==> src/rtl/half_adder_if.sv <==
// Bundle of operand, control and result signals
// shared between a half_adder and its driver.
interface half_adder_if #(
  parameter int WIDTH = 1,
  parameter int CNT_W = 8
);
  logic [WIDTH-1:0] a;
  logic [WIDTH-1:0] b;
  logic             en;
  logic             cnt_clr;
  logic [WIDTH-1:0] s;
  logic [WIDTH-1:0] c;
  logic [WIDTH-1:0] s_comb;
  logic [WIDTH-1:0] c_comb;
  logic [CNT_W-1:0] carry_cnt;

  modport master (
    output a, b, en, cnt_clr,
    input  s, c, s_comb, c_comb, carry_cnt
  );

  modport slave (
    input  a, b, en, cnt_clr,
    output s, c, s_comb, c_comb, carry_cnt
  );
endinterface

==> src/rtl/half_adder.sv <==
// Lane-parallel half adder with registered result
// and a saturating count of cycles that carried.
module half_adder #(
  parameter int WIDTH = 1,
  parameter int CNT_W = 8
) (
  input logic         clk,
  input logic         rst_n,
  half_adder_if.slave bus
);
  localparam logic [CNT_W-1:0] CNT_MAX = '1;

  logic [WIDTH-1:0] sum;
  logic [WIDTH-1:0] cry;
  logic [WIDTH-1:0] s_q;
  logic [WIDTH-1:0] c_q;
  logic [CNT_W-1:0] cnt_q;
  logic             any_cry;

  assign sum     = bus.a ^ bus.b;
  assign cry     = bus.a & bus.b;
  assign any_cry = |cry;

  assign bus.s_comb    = sum;
  assign bus.c_comb    = cry;
  assign bus.s         = s_q;
  assign bus.c         = c_q;
  assign bus.carry_cnt = cnt_q;

  always_ff @(posedge clk or negedge rst_n) begin
    if (!rst_n) begin
      s_q <= '0;
      c_q <= '0;
    end else if (bus.en) begin
      s_q <= sum;
      c_q <= cry;
    end
  end

  // clear wins over a same-cycle increment
  always_ff @(posedge clk or negedge rst_n) begin
    if (!rst_n) begin
      cnt_q <= '0;
    end else if (bus.cnt_clr) begin
      cnt_q <= '0;
    end else if (bus.en && any_cry && cnt_q != CNT_MAX) begin
      cnt_q <= cnt_q + 1'b1;
    end
  end
endmodule

==> src/flat_wrapper.sv <==
// flat-port wrapper written by rule: the top's interface ports become plain ports
module half_adder_flat 
#(
  parameter int WIDTH = 1,
  parameter int CNT_W = 8
)
  (clk, rst_n, bus_a, bus_b, bus_en, bus_cnt_clr, bus_s, bus_c, bus_s_comb, bus_c_comb, bus_carry_cnt);
  half_adder_if #(.WIDTH(WIDTH), .CNT_W(CNT_W)) bus_i ();
  input logic clk;
  input logic rst_n;
  input wire logic [$bits(bus_i.a)-1:0] bus_a;
  input wire logic [$bits(bus_i.b)-1:0] bus_b;
  input wire logic [$bits(bus_i.en)-1:0] bus_en;
  input wire logic [$bits(bus_i.cnt_clr)-1:0] bus_cnt_clr;
  output wire logic [$bits(bus_i.s)-1:0] bus_s;
  output wire logic [$bits(bus_i.c)-1:0] bus_c;
  output wire logic [$bits(bus_i.s_comb)-1:0] bus_s_comb;
  output wire logic [$bits(bus_i.c_comb)-1:0] bus_c_comb;
  output wire logic [$bits(bus_i.carry_cnt)-1:0] bus_carry_cnt;
  assign bus_i.a = bus_a;
  assign bus_i.b = bus_b;
  assign bus_i.en = bus_en;
  assign bus_i.cnt_clr = bus_cnt_clr;
  assign bus_s = bus_i.s;
  assign bus_c = bus_i.c;
  assign bus_s_comb = bus_i.s_comb;
  assign bus_c_comb = bus_i.c_comb;
  assign bus_carry_cnt = bus_i.carry_cnt;
  half_adder #(.WIDTH(WIDTH), .CNT_W(CNT_W)) u_core (.clk(clk), .rst_n(rst_n), .bus(bus_i));
endmodule
==> config.mk <==
export PLATFORM = sky130hd
export DESIGN_NAME = half_adder_flat
export DESIGN_NICKNAME = d
export VERILOG_FILES = /design/src/rtl/half_adder_if.sv /design/src/rtl/half_adder.sv /design/src/flat_wrapper.sv
export SDC_FILE = /design/constraint.sdc
export NUM_CORES = 1
export LEC_CHECK = 0
export CORE_ASPECT_RATIO = 1.1
export CORE_MARGIN = 2
export CORE_UTILIZATION = 39
export DETAILED_ROUTE_END_ITERATION = 16
export PLACE_DENSITY = 0.72
export SYNTH_ARGS = -nofsm -noshare
export SYNTH_HDL_FRONTEND = slang
export SYNTH_SLANG_ARGS = --single-unit
export TNS_END_PERCENT = 10
==> constraint.sdc <==
create_clock -name clk -period 1.4 [get_ports clk]
set_input_delay 0.42 -clock clk [delete_from_list [all_inputs] [get_ports clk]]
set_output_delay 0.42 -clock clk [all_outputs]
set_load 0.02 [all_outputs]
# [Word level (Yosys, flattened, before mapping)]
# Cells that the tools add are included.
[classes] n_addsub=1 n_eq_ne=1 muxes=2 bitwise_logic=2 reduce_logical=3
[op_table] operator="$mux 8" count=2
[op_table] operator="$add 8x1->8 const B" count=1
[op_table] operator="$ne 8x8->1 const B" count=1
[op_table] operator="$logic_and 1x1->1" count=2
[op_table] operator="$reduce_bool 2->1" count=1
[op_table] operator="$and 1x1->1" count=1
[op_table] operator="$xor 1x1->1" count=1
[word_totals] register_bits=10 out_inout_bits=12 elab_cells=12

# [Longest topological paths before layout]
[logic_depth] depth_word=5 depth_mapped=4

# [Worst setup path before layout]
# No wires, ideal clock.
[synth_path] path_kind="register -> register" startpoint="reg u_core.cnt_q[0] (netlist: u_core.bus.carry_cnt[0])" endpoint="reg u_core.cnt_q[3] (netlist: u_core.bus.carry_cnt[3])" t_arrival_ps=1520 slack_ps=-248 path_stages_with_launch=5 synth_period_minus_slack_ps=1648 path_cell_list="dfrtp_1 ha_1 and3_1 a211oi_2 mux2_1"
[synth_via] elab_chain_cells=3
[synth_lines] item="start, declared" line_no="half_adder.sv:17" rtl="logic [CNT_W-1:0] cnt_q;"
[synth_lines] item="start signal, assigned" line_no="half_adder.sv:47" rtl="cnt_q <= cnt_q + 1'b1;"
[synth_lines] item="$add 8x1->8 or $ne 8x8->1 (tied branches)" line_no="half_adder.sv:47, half_adder.sv:46"
[synth_lines] item="$mux 8 or $logic_and 1x1->1 (tied branches)" line_no="half_adder.sv:46" rtl="end else if (bus.en && any_cry && cnt_q != CNT_MAX) begin"
[synth_lines] item="$mux 8 or $reduce_bool 2->1 (tied branches)"
# Several ways; a longest one is shown, not always the timed one. The select of a mux whose other input is x is not followed.
# A chain may end at the register's enable or synchronous reset.

# [Final worst setup path]
[layout_path] startpoint="reg u_core.cnt_q[1] (netlist: u_core.bus.carry_cnt[1])" endpoint="out bus_carry_cnt[1]"
[layout_rtl] item="end, declared" line_no="flat_wrapper.sv:19" rtl="output wire logic [$bits(bus_i.carry_cnt)-1:0] bus_carry_cnt;"
# No word-level cell between the ends.

==> results_dict.tcl <==
set metrics [dict create \
    timing.critical_path.max_delay_family "flip-flops" \
    cp-end-kind "primary output" \
    grt_pass1_vias 592 \
    final.min_clock_period_ns 1.46 \
    io_buffer_count 17 \
    m1WireLength_um 632 \
    seq_area_frac_synth_pct 43.7 \
    ys_types 27 \
    pin_count 18 \
    critPathRequiredTime_ns 0.98 \
    finish.cell_count_without_fillers 110 \
    dr.pass1.iters 4 \
    drt-wirelength-per-cell_um 14.3 \
    cts_made_buffers 3 \
    grt.overflow.total 0 \
    syn_inst 53 \
    initial_core_util_pct 41.9 \
    initialDrtViolationCount 9 \
    placed_cells 103 \
    skew_ns 0.00604 \
    rr_startpoint "u_core.bus.carry_cnt[1]$_DFFE_PN0P_" \
    critical_path_arrival_ns 1.04 \
    detailed_route_wirelength_on_metal3_um 89 \
    cap_violations 0 \
    syn-mean-instance-area_sq_um 10.8 \
    clkSlewWorstSetupHoldPaths_ns 0.07 \
    met2WireLength_um 833 \
    drive_gt1_share_pct 47.9 \
    die_width_um 40.6 \
    synth_flop_cell "dfrtp_1" \
    synth-edff-count 0 \
    fin_worst_hold_slack_ns 0.444 \
    max_slew_violations 0 \
    rrSetupSlack_ns -0.05 \
    multiInputGateArea_sq_um 344 \
    leakagePower_nw 0.449 \
    timing.hold.worst.class "in -> async" \
    clock-sinks 10 \
    insertion_delay_ns 0.26 \
    die-area_sq_mm 0.00179 \
    total_via_count_after_detailed_routing 603 \
    finalCoreUtilization_pct 70.6 \
    floorplan.rows 14 \
    setup-violations-final 2 \
    worst_ir_drop_vdd_mv 0.496 \
    finish.net_count 103 \
    worst_r2r_endpoint "u_core.bus.carry_cnt[3]$_DFFE_PN0P_" \
    critical_path_depth 1 \
    grt_first_pass_wirelength_um 2520 \
    postLayoutSetupSlackWorst_ns -0.0606 \
    layout_commonest_cell "buf_4" \
    cp-startpoint "u_core.bus.carry_cnt[1]$_DFFE_PN0P_" \
    design.core.area_sq_mm 0.00137 \
    cp_slowest_cell "dfrtp_2" \
    grtUsageTotal_pct 20.6 \
    slew_headroom_pct 79.4 \
    via_per_inst 5.48 \
    layout.cells.most_common_list "buf_4, dfrtp_1, nor2_1, buf_2, clkdlybuf4s15_1" \
    timing.reg2reg.worst_path_depth 4 \
    cts-root-buf "clkbuf_4" \
    ff_latch_area_sq_um 253 \
    post-route-period-util_pct 104 \
    ys_async_sr_fraction_pct 100 \
    antenna_found_initial 0 \
    routed_wl_um 1580 \
    crit_type "reg -> out" \
    path_buf_inv 1 \
    pwr_density_cell_mw_per_mm2 703 \
    synth_warnings 0 \
    clock.fmax_mhz 685 \
    path_cells "dlygate4sd2_1" \
    ant_nets 0 \
    outcome "finished, violations left" \
    finalHoldViolCount 0 \
    totalNegativeSetupSlack_ns -0.113 \
    syn-cell-area_sq_um 573 \
    fin_total_pwr_mw 0.678 \
    violations "setup timing" \
    antennaDiodeCount 0 \
    top_layer "met4" \
    placed_cell_area_sq_um 927 \
    cts_tree "built" \
    finalInstanceArea_sq_um 965 \
    cpPeakStageDelay_ns 0.44 \
    clockBufferDepth 2 \
    htreeDepth 1 \
    timing_worst_slew_pin_value_ns 0.308 \
    dpl.hpwl_um 1160 \
    timing.critical_path.from_type "register" \
    remaining_drc_errors 0 \
    place.gp.congestion 0.774 \
    grt_start_max_net_pins 11 \
    die_h_um 44.2 \
    syn2layout_area_growth_pct 68.3 \
    filler_cell_count 111 \
    dp_slack_ns -0.756 \
    synth_nets 61 \
    unrepaired_setup_endpoints_after_global_routing "true" \
    ys_seq_elements 10 \
    critical_path_peak_fanout 4 \
]
-- routing by layer --
metal	GRT usage, %	vias up
met5	0	-
met4	8.00	0
met3	3.02	4
met2	34.6	24
met1	25.6	290
li1	-	285
-- area by class of cell --
class	instances	area share [%]
Tap cell	16	2.08
Inverter	3	1.17
Multi-Input combinational cell	39	35.7
Clock buffer	4	3.76
Sequential cell	10	26.2
Timing Repair Buffer	38	31.1
-- where the power goes --
part	leakage [nW]	internal (mW)	total (mW)	switching [mW]
logic	0.295	0.0572	0.114	0.0564
registers	0.133	0.298	0.304	0.00628
clock network	0.0210	0.158	0.260	0.103
total	0.449	0.513	0.678	0.165
-- cell families (layout without fill, tap and decap cells) --
group / count (synthesis) / in the layout / share of synthesized area (%)
compound gates: 13 / 13 / 20.3
fa+ha+maj: 2 / 2 / 4.37
buf+inv: 4 / 45 / 2.62
flops: 10 / 10 / 43.7
mux: 4 / 4 / 8.30
simple gates: 20 / 20 / 20.7
-- worst max-delay path by stage --
stage / to / slack (ns)
final: bus_carry_cnt[1] / -0.06
after global routing: bus_carry_cnt[1] / -0.09
after CTS: u_core.bus.carry_cnt[3]$_DFFE_PN0P_ / -0.07
after detailed placement: bus_s_comb / -0.76
after global placement: bus_s_comb / -0.75
after floorplan: u_core.bus.carry_cnt[3]$_DFFE_PN0P_ / -0.07
-- synthesized netlist by cell type, types with 2 or more instances --
cell,number,area [sq um]
nand2b_1,3,18.8
nand4_1,2,12.5
nor2_1,5,18.8
ha_1,2,25.0
and3_1,2,12.5
a21oi_1,2,10.0
and4_1,2,17.5
a31oi_1,2,12.5
dfrtp_1,10,250
a211oi_1,2,15.0
a311oi_1,2,17.5
inv_1,3,11.3
nor2b_1,2,12.5
-- worst register-to-register path: cells and delay by family (launching register included) --
family	cells	cell delay, ns
AOI/OAI and AO/OA	1	0.25
muxes	1	0.33
and+or+nand+nor	1	0.14
adders and majority gates	1	0.17
DFF	1	0.44
-- timing repair --
item / in CTS / in global routing
resized for setup: 40 / 9
hold buffers: 0 / 0
setup buffers: 3 / 0
setup endpoints to repair: 20 / 14
pin swaps: 3 / 2
-- flip-flops by register name (all words and copies together), names as in the netlist --
name                  cells
u_core.bus.s              1
u_core.bus.carry_cnt      8
u_core.bus.c              1
Note: power is estimated with default switching activity, not from simulation.
